`src/rtl/seq_div16.sv`:
```
// Multi-cycle unsigned restoring divider: one shift-and-subtract step per clock,
// with divide-by-zero resolved in a single cycle.
module seq_div16 #(
    parameter int WIDTH = 16
) (
    input  logic             clk,
    input  logic             rst,
    input  logic             start,
    input  logic [WIDTH-1:0] dividend,
    input  logic [WIDTH-1:0] divisor,
    output logic             busy,
    output logic             done,
    output logic [WIDTH-1:0] quotient,
    output logic [WIDTH-1:0] remainder,
    output logic             div_zero
);

    localparam int CW = $clog2(WIDTH + 1);

    typedef enum logic [1:0] {
        ST_IDLE = 2'd0,
        ST_RUN  = 2'd1,
        ST_DONE = 2'd2
    } state_t;

    state_t             state_r;
    state_t             state_nxt_s;
    logic               accept_s;
    logic               divisor_zero_s;
    logic               last_iter_s;

    // dvd_r shifts the dividend out of its MSB while quotient bits enter its LSB
    logic [WIDTH-1:0]   dvd_r;
    logic [WIDTH-1:0]   dvs_r;
    logic [WIDTH-1:0]   rem_r;
    logic [CW-1:0]      cnt_r;
    logic               busy_r;
    logic               done_r;
    logic [WIDTH-1:0]   quotient_r;
    logic [WIDTH-1:0]   remainder_r;
    logic               div_zero_r;

    logic [WIDTH:0]     shifted_s;
    logic [WIDTH:0]     trial_s;
    logic               qbit_s;
    logic [WIDTH-1:0]   rem_nxt_s;
    logic [WIDTH-1:0]   dvd_nxt_s;

    // Next-state and start acceptance
    always_comb begin
        state_nxt_s    = state_r;
        accept_s       = 1'b0;
        divisor_zero_s = (divisor == {WIDTH{1'b0}});
        last_iter_s    = (cnt_r == CW'(1));
        case (state_r)
            ST_IDLE, ST_DONE: begin
                if (start) begin
                    accept_s    = 1'b1;
                    state_nxt_s = divisor_zero_s ? ST_DONE : ST_RUN;
                end else begin
                    state_nxt_s = ST_IDLE;
                end
            end
            ST_RUN: begin
                if (last_iter_s) begin
                    state_nxt_s = ST_DONE;
                end else begin
                    state_nxt_s = ST_RUN;
                end
            end
            default: begin
                state_nxt_s = ST_IDLE;
            end
        endcase
    end

    // Single shared subtractor; a set MSB of the (WIDTH+1)-bit trial means borrow
    always_comb begin
        shifted_s = {rem_r, dvd_r[WIDTH-1]};
        trial_s   = shifted_s - {1'b0, dvs_r};
        qbit_s    = ~trial_s[WIDTH];
        if (qbit_s) begin
            rem_nxt_s = trial_s[WIDTH-1:0];
        end else begin
            rem_nxt_s = shifted_s[WIDTH-1:0];
        end
        dvd_nxt_s = {dvd_r[WIDTH-2:0], qbit_s};
    end

    // State register
    always_ff @(posedge clk or posedge rst) begin
        if (rst) begin
            state_r <= ST_IDLE;
        end else begin
            state_r <= state_nxt_s;
        end
    end

    // Status flags follow the state being entered, so they are registered
    always_ff @(posedge clk or posedge rst) begin
        if (rst) begin
            busy_r <= 1'b0;
            done_r <= 1'b0;
        end else begin
            busy_r <= (state_nxt_s == ST_RUN);
            done_r <= (state_nxt_s == ST_DONE);
        end
    end

    // Working datapath and result registers; results only change at completion
    always_ff @(posedge clk or posedge rst) begin
        if (rst) begin
            dvd_r       <= {WIDTH{1'b0}};
            dvs_r       <= {WIDTH{1'b0}};
            rem_r       <= {WIDTH{1'b0}};
            cnt_r       <= {CW{1'b0}};
            quotient_r  <= {WIDTH{1'b0}};
            remainder_r <= {WIDTH{1'b0}};
            div_zero_r  <= 1'b0;
        end else if (accept_s) begin
            dvd_r <= dividend;
            dvs_r <= divisor;
            rem_r <= {WIDTH{1'b0}};
            cnt_r <= CW'(WIDTH);
            if (divisor_zero_s) begin
                quotient_r  <= {WIDTH{1'b1}};
                remainder_r <= dividend;
                div_zero_r  <= 1'b1;
            end else begin
                quotient_r  <= quotient_r;
                remainder_r <= remainder_r;
                div_zero_r  <= div_zero_r;
            end
        end else if (state_r == ST_RUN) begin
            dvd_r <= dvd_nxt_s;
            rem_r <= rem_nxt_s;
            cnt_r <= cnt_r - CW'(1);
            if (last_iter_s) begin
                quotient_r  <= dvd_nxt_s;
                remainder_r <= rem_nxt_s;
                div_zero_r  <= 1'b0;
            end else begin
                quotient_r  <= quotient_r;
                remainder_r <= remainder_r;
                div_zero_r  <= div_zero_r;
            end
        end else begin
            dvd_r       <= dvd_r;
            rem_r       <= rem_r;
            cnt_r       <= cnt_r;
            quotient_r  <= quotient_r;
            remainder_r <= remainder_r;
            div_zero_r  <= div_zero_r;
        end
    end

    assign busy      = busy_r;
    assign done      = done_r;
    assign quotient  = quotient_r;
    assign remainder = remainder_r;
    assign div_zero  = div_zero_r;

endmodule

```
`config.mk`:
```
export PLATFORM = sky130hd
export DESIGN_NAME = seq_div16
export DESIGN_NICKNAME = d
export VERILOG_FILES = /design/src/rtl/seq_div16.sv
export SDC_FILE = /design/constraint.sdc
export NUM_CORES = 1
export LEC_CHECK = 0
export ABC_AREA = 1
export CORE_MARGIN = 2
export CORE_UTILIZATION = 50
export CTS_BUF_LIST = sky130_fd_sc_hd__clkbuf_4 sky130_fd_sc_hd__clkbuf_8
export DETAILED_ROUTE_END_ITERATION = 7
export PLACE_DENSITY = 0.73
export SYNTH_ARGS = -nofsm -noshare
export SYNTH_HDL_FRONTEND = slang
export SYNTH_SLANG_ARGS = --single-unit
```
`constraint.sdc`:
```
create_clock -name clk -period 8.6 [get_ports clk]
set_clock_uncertainty 0.1 [all_clocks]
set_input_delay 1.72 -clock clk [delete_from_list [all_inputs] [get_ports clk]]
set_output_delay 1.72 -clock clk [all_outputs]
set_load 0.05 [all_outputs]
```
# --- Yosys cells after proc, flatten, opt, wreduce, memory -nomap -nowiden ---
# Index checks and enable logic that the tools add are counted.
totals:
  wordCells: 50
  reg_bits: 90
classes:
  reduce_logical: 6
  n_bitwise: 1
  eq_ne: 6
  add_sub_neg: 2
  n_mux: 25
op_table:
  columns: ["op", "count"]
  rows:
  - ["two-way mux 16 bit", 13]
  - ["subtractor 17 x 16 -> 17 bit", 1]
  - ["logical NOT 16 bit", 1]
  - ["two-way mux 5 bit", 2]
  - ["two-way mux 1 bit", 6]
  - ["two-way mux 2 bit", 3]
  - ["== test 5 x 1 -> 1 bit, second input constant", 1]
  - ["subtractor 5 x 1 -> 5 bit, second input constant", 1]
  - ["== test 2 x 1 -> 1 bit, second input constant", 2]
  - ["== test 2 bit, second input constant", 2]
  - ["one-hot mux 2 bit (2 select lines)", 1]
  - ["nonzero test 2 bit", 2]
  - ["AND reduction 3 bit", 1]
  - ["logical NOT 2 bit", 1]
  - ["inequality test 2 x 1 -> 1 bit, second input constant", 1]
  - ["OR reduction 2 bit", 1]
  - ["inverter 1 bit", 1]

# --- Longest topological paths before layout ---
# Gate-level depths: netlist (run 1).
depth:
  word_depth: 5
  depth_mapped: 17

# --- Worst setup path after synthesis (run 1) ---
# OpenSTA, ideal clock, no wires.
synth_timing:
  path_kind: "input port to flip-flop"
  start: "input start"
  end: "register remainder_r[0], in the netlist remainder[0]"
  t_arrival_ns: 2.670
  required_time_ns: 8.387
  path_slack_ns: 5.717
  setup_time_ns: 0.113
  stages: 8
  path_cell_list: "nand2_1 -> inv_2 -> nand3_1 -> nand2_2 -> buf_2 -> or2_2 -> nand2_1 -> inv_1"
synth_via:
  elab_chain_len: 4
  elab_cells_between_ends: 7
  classes_between: "eq/ne (1); mux (3); reduce/logical (3)"
synth_rtl:
  columns: ["item", "line_no", "text"]
  rows:
  - ["start: declaration", "8", "input logic start,"]
  - ["two-way mux 1 bit (*)", "57", "if (start) begin"]
  - ["two-way mux 1 bit (*)", "55", "case (state_r)"]
  - ["inequality test 2 x 1 -> 1 bit (no line) / nonzero test 2 bit (equally long branches)", null, null]
  - ["AND reduction 3 bit (no line)", null, null]
  - ["end signal: assignment", "118", "remainder_r <= {WIDTH{1'b0}};"]
  - ["end signal: assignment", "127", "remainder_r <= dividend;"]
  - ["end signal: assignment", "131", "remainder_r <= remainder_r;"]
  - ["end: declaration", "40", "logic [WIDTH-1:0] remainder_r;"]
# Every way passes the cells marked *; elsewhere a longest branch is shown, timed or not.
# A chain may end at the register's enable or synchronous reset.

# --- Worst setup path after layout (run 1) ---
layout_timing:
  start: "input start"
  end: "register remainder_r[7], in the netlist remainder[7]"
# The elaborated chain is that of the path after synthesis.

==> flow_summary_export.csv, run 1 <==
group,metric,value,unit
clock_tree,cts-root-buf,"clkbuf_8",
route,wl_met2,6130,um
worst_hold_path,holdPathEnd,"dvs_r[2]",
route,wl_met3,626,um
critical_path,cp_max_fo,78,
clock_tree,postCtsSetupBuffers,0,
critical_path,cp_data_arrival_time,5010,ps
clock_tree,clk_path_buf_depth,2,
floorplan,dieArea,0.0116,mm^2
floorplan,rows,37,
route,vias_per_cell,5.16,
critical_path,reg2reg_to,"remainder[7]",
timing,setup_viol,0,
route,vias,4738,
critical_path,cp.required,8790,ps
timing,period_needed,4810,ps
floorplan,dieHeight,108,um
worst_hold_path,hold_depth,2,
critical_path,r2r-start,"state_r[0]",
placement,port_buffers,69,
critical_path,start_kind,"primary input",
timing,fin_crit_sh,0.560,
synthesis,synth_top_cell_by_area,"dfrtp_1",
timing,slew_headroom,0.256,
layout,num_antenna_cells,0,
clock_tree,cts_tree,"done",
grt,grt.total_usage,0.236,
layout,drive_gt1_frac,0.0971,
critical_path,r2r.worst_path.cells,11,
run,maxCapViolations,0,
layout,regArea,0.00225,mm^2
synthesis,synth-seq-area-share,0.417,
clock_tree,cts_resized,0,
synthesis,synthFlopType,"dfrtp_1",
synthesis,synth_cell_types,37,
layout,layout.nets,832,
layout,final_cell_mix,"221 x nand2_1, 122 x inv_1, 90 x dfrtp_1, 69 x clkdlybuf4s50_1, 49 x nand3_1",
synthesis,synth_top_area_frac,0.417,
placement,hpwl,9700,um
timing,tightest_slew,1120,ps
clock_tree,hold_buffers,0,
layout,fill_cells,976,
timing,max_clock_freq,0.208,GHz
worst_hold_path,min_from,"dvs_r[2]",
route,drtIter0Drc,246,
critical_path,reg2reg_setup_slack,5200,ps
placement,gp_congestion,0.881,
route,maxUsedRoutingLayer,"met4",
clock_tree,cts_buffers,9,
synthesis,ys_ff_latch,90,
synthesis,synth_area_leaders,"dfrtp_1 42%, nand2_1 15%, inv_1 8.6%, nand3_1 4.5%, ha_1 4.2%",
route,met1_length,5950,um
floorplan,floorplan.initialDensity,0.518,
layout,final_core_util,0.608,
outcome,status,"finished, final reports clean",
synthesis,syn_area_per_cell,7.50,um^2
synthesis,synth_edf_count,0,
layout,layout_commonest_cell,"nand2_1",
route,dr.pass1.iters,5,
grt,grt_pass1_wl,21500,um
layout,synthToLayoutAreaGrowth,17.4,%
grt,grt_antenna_before_repair,0,
floorplan,fp.coreArea,0.0104,mm^2
clock_tree,insertion_delay,350,ps
critical_path,critical_path.endpoint_type,"flop",
clock_tree,clk_pin_slew,90,ps
route,drc,0,
timing,rsz0062_at_grt,"false",
grt,gr-total-overflow,0,
worst_hold_path,hp-class,"flop to flop",
synthesis,synthCells,720,
grt,grt_max_degree,91,
floorplan,io_pins,70,
route,totalWireLength,13100,um
timing,final-hold-violation-count,0,
floorplan,die_w,108,um
timing,final_max_slew_viol_count,0,
synthesis,yosys_warnings,0,
critical_path,critical_path_class,"primary input to flop",
clock_tree,cts_max_level,3,
timing,holdWs,393,ps
synthesis,syn_nets,774,
clock_tree,cts_sinks,90,
synthesis,synthArstFlopShare,1.00,
layout,multi_input_area,0.00250,mm^2
route,wire_per_inst,14.3,um
grt,first_global_vias,4435,
timing,tns,0,ps
placement,dp_slack,3540,ps
synthesis,netlist_area,0.00540,mm^2
route,antenna_left,0,
timing,fin_ws,3790,ps
-- cells in the mapped netlist, types with 2 or more instances --
master    count
inv_1       123
a31oi_1       8
o221ai_1     10
buf_12        2
a21oi_4       2
buf_1         3
xor2_1        6
or2_1         2
buf_6         2
inv_2         7
dfrtp_1      90
nand3_1      49
o211ai_1     10
nand2_4       2
and2_1        3
a22o_1        2
buf_2         5
nor2_1       34
a21oi_1      19
ha_1         18
o21ai_0      29
nand2_2       9
nand3_2      18
nand2_1     222
clkbuf_1     11
or2_2        14
nand4_1      10
-- through the flow --
step                cells  area (um^2)
global placement      903         6130
global route          919         6330
detailed placement    903         6130
finish                919         6330
floorplan             720         5400
CTS                   919         6330
-- layer usage --
metal,vias to the layer above,track usage
met5,-,0
li1,2377,-
met2,148,0.372
met3,29,0.0291
met4,0,0.0916
met1,2184,0.331
-- critical path: stages --
cell and delay, ps:
clkdlybuf4s50_1 420, nand2_2 70, buf_4 630, inv_2 470
nand3_1 430, nand2_2 440, inv_2 380, a21oi_1 100
nand3_1 130, nand2_1 80, inv_1 60
-- state kept, by name, summed over array words and instances, names as in the netlist --
register / count
div_zero: 1
cnt_r: 5
rem_r: 16
dvd_r: 16
dvs_r: 16
busy: 1
state_r: 2
quotient: 16
done: 1
remainder: 16
-- how the worst max path moves through the flow --
stage                     startpoint           end  depth (start not counted)
after floorplan                  rst          busy                          1
after global placement         start  remainder[0]                         11
after detailed placement       start  remainder[0]                         11
after CTS                      start  remainder[7]                         11
after global routing           start  remainder[7]                         11
final                          start  remainder[7]                         11
-- layout make-up --
type,instances,area share
Clock buffer,10,0.0207
Clock inverter,6,0.0117
Inverter,131,0.0778
Multi-Input combinational cell,474,0.395
Sequential cell,90,0.356
Tap cell,136,0.0269
Timing Repair Buffer,72,0.113
-- logic make-up (layout without fill, tap and decap cells) --
kind of cell,count (synthesis),after routing,synth area share
compound gates,81,81,0.0944
xor+xnor,7,7,0.0114
fa+ha+maj,19,19,0.0454
buf+inv,156,219,0.120
flops,90,90,0.417
simple gates,367,367,0.312
Power of run 1 is left out: the tool's default activity adds up to more than one toggle a clock period on the data nets, which glitch-free logic cannot reach.
==> run 2: changes to the inputs <==
==> constraint.sdc (replaced) <==
create_clock -name clk -period 4.9 [get_ports clk]
set_clock_uncertainty 0.1 [all_clocks]
set_input_delay 0.98 -clock clk [delete_from_list [all_inputs] [get_ports clk]]
set_output_delay 0.98 -clock clk [all_outputs]
set_load 0.05 [all_outputs]
==> run 2 against run 1 <==
- clock-buffer cell count down 1
- die area unchanged
- register-to-register slack worse by 3300 ps
- core utilization down 0.16 points
- first-iteration DRC count up 39%
- non-clock buffer count unchanged
- critical path depth down 1
- cell count unchanged
- hold slack better by 1.1 ps
- design area down 0.26%
- largest cell class unchanged
- highest routed layer unchanged
==> flow_summary_export.csv, run 2 (same netlist as run 1, synthesis figures left out) <==
group,metric,value,unit
floorplan,dieArea,0.0116,mm^2
clock_tree,cts_max_level,3,
critical_path,r2r.worst_path.cells,10,
layout,layout_commonest_cell,"nand2_1",
timing,tightest_slew,872,ps
clock_tree,cts_resized,0,
layout,num_antenna_cells,0,
route,totalWireLength,13300,um
grt,grt_pass1_wl,21700,um
clock_tree,clk_pin_slew,100,ps
timing,setup_viol,0,
layout,fin_area,0.00632,mm^2
timing,tns,0,ps
clock_tree,cts_buffers,9,
layout,synthToLayoutAreaGrowth,17.1,%
grt,gr-total-overflow,0,
placement,port_buffers,69,
critical_path,start_kind,"primary input",
critical_path,reg2reg_to,"remainder[4]",
floorplan,dieHeight,108,um
placement,place_area,0.00613,mm^2
worst_hold_path,min_from,"div_zero",
critical_path,critical_path_class,"primary input to flop",
route,drc,0,
timing,fin_crit_sh,0.733,
timing,fin_ws,1310,ps
clock_tree,cts_sinks,90,
layout,fill_cells,953,
critical_path,cp_data_arrival_time,3760,ps
placement,placed_cells,903,
layout,final_cell_mix,"221 x nand2_1, 122 x inv_1, 90 x dfrtp_1, 69 x clkdlybuf4s50_1, 49 x nand3_1",
critical_path,critical_path.endpoint_type,"flop",
floorplan,die_w,108,um
timing,rsz0062_at_grt,"false",
layout,drive_gt1_frac,0.0971,
critical_path,reg2reg_setup_slack,1940,ps
floorplan,floorplan.initialDensity,0.518,
route,dr.pass1.iters,4,
timing,final_max_slew_viol_count,0,
timing,final-hold-violation-count,0,
clock_tree,hold_buffers,0,
outcome,status,"finished, final reports clean",
route,drtIter0Drc,343,
route,vias_per_cell,5.18,
placement,dp_slack,990,ps
clock_tree,insertion_delay,360,ps
worst_hold_path,hold_depth,2,
worst_hold_path,holdPathEnd,"div_zero",
critical_path,slowest_delay,610,ps
clock_tree,cts-root-buf,"clkbuf_8",
route,wire_per_inst,14.4,um
clock_tree,cts_tree,"done",
clock_tree,clk_path_buf_depth,2,
grt,first_global_vias,4484,
critical_path,worstPathCellList,"clkdlybuf4s50_1 > nand2_2 > inv_2 > nand3_1 > nand2_2 > inv_2 > a21oi_1 > nand3_1 > nand2_1 > inv_1",
critical_path,cp.required,5060,ps
route,antenna_left,0,
timing,slew_headroom,0.419,
worst_hold_path,hp-class,"flop to flop",
grt,grt_max_degree,78,
critical_path,crit_buf_inv,4,
floorplan,fp.coreArea,0.0104,mm^2
critical_path,slowest_stage,"nand2_2",
layout,layout.nets,832,
route,vias,4760,
critical_path,path_delay_family,"simple AND/OR/NAND/NOR gates",
grt,grt_antenna_before_repair,0,
floorplan,io_pins,70,
floorplan,rows,37,
critical_path,cp_max_fo,35,
placement,gp_congestion,0.881,
layout,fin_cells,919,
run,maxCapViolations,0,
grt,grt.total_usage,0.239,
clock_tree,postCtsSetupBuffers,0,
timing,period_needed,3590,ps
timing,max_clock_freq,0.278,GHz
placement,hpwl,9940,um
critical_path,r2r-start,"state_r[0]",
run 2: worst max path at each step:
stage               start            to  slack [ps]  cells past startpoint
floorplan             rst          busy        1480                      1
global placement    start  remainder[4]        1020                     10
detailed placement  start  remainder[4]         990                     10
CTS                 start  remainder[4]        1360                     10
global route        start  remainder[4]        1060                     10
finish              start  remainder[4]        1310                     10
run 2: worst register-to-register path, stage by stage (launching register included):
cell and delay (ps):
dfrtp_1 390, inv_2 80, nand2_2 60, inv_2 390, nand3_1 430, nand2_2 610
inv_2 280, a21oi_1 280, nand3_1 120, nand2_1 80, inv_1 40
run 2: through the flow:
step           hold slack [ps]   util
6_report                   394  0.606
5_1_grt                    416  0.606
4_1_cts                    401  0.606
3_5_place_dp               375  0.588
3_3_place_gp               369  0.588
2_1_floorplan              353      -
run 2: layout make-up:
cell class | instances | area (um^2) | area share
clock buffers | 9 | 124 | 0.0196
clock inverters | 7 | 65.1 | 0.0103
inverters | 131 | 493 | 0.0780
multi-input cells | 474 | 2500 | 0.396
flip-flops and latches | 90 | 2250 | 0.357
well taps | 136 | 170 | 0.0269
repair buffers | 72 | 713 | 0.113
run 2: layer usage:
metal  global-route usage  vias up  share of wire
met5                    0        -              0
met4               0.0659        0          0.018
met3               0.0369       21          0.044
met2                0.399      130           0.49
met1                0.325     2236           0.45
li1                     -     2373              -
Power of run 2 is left out for the same reason.
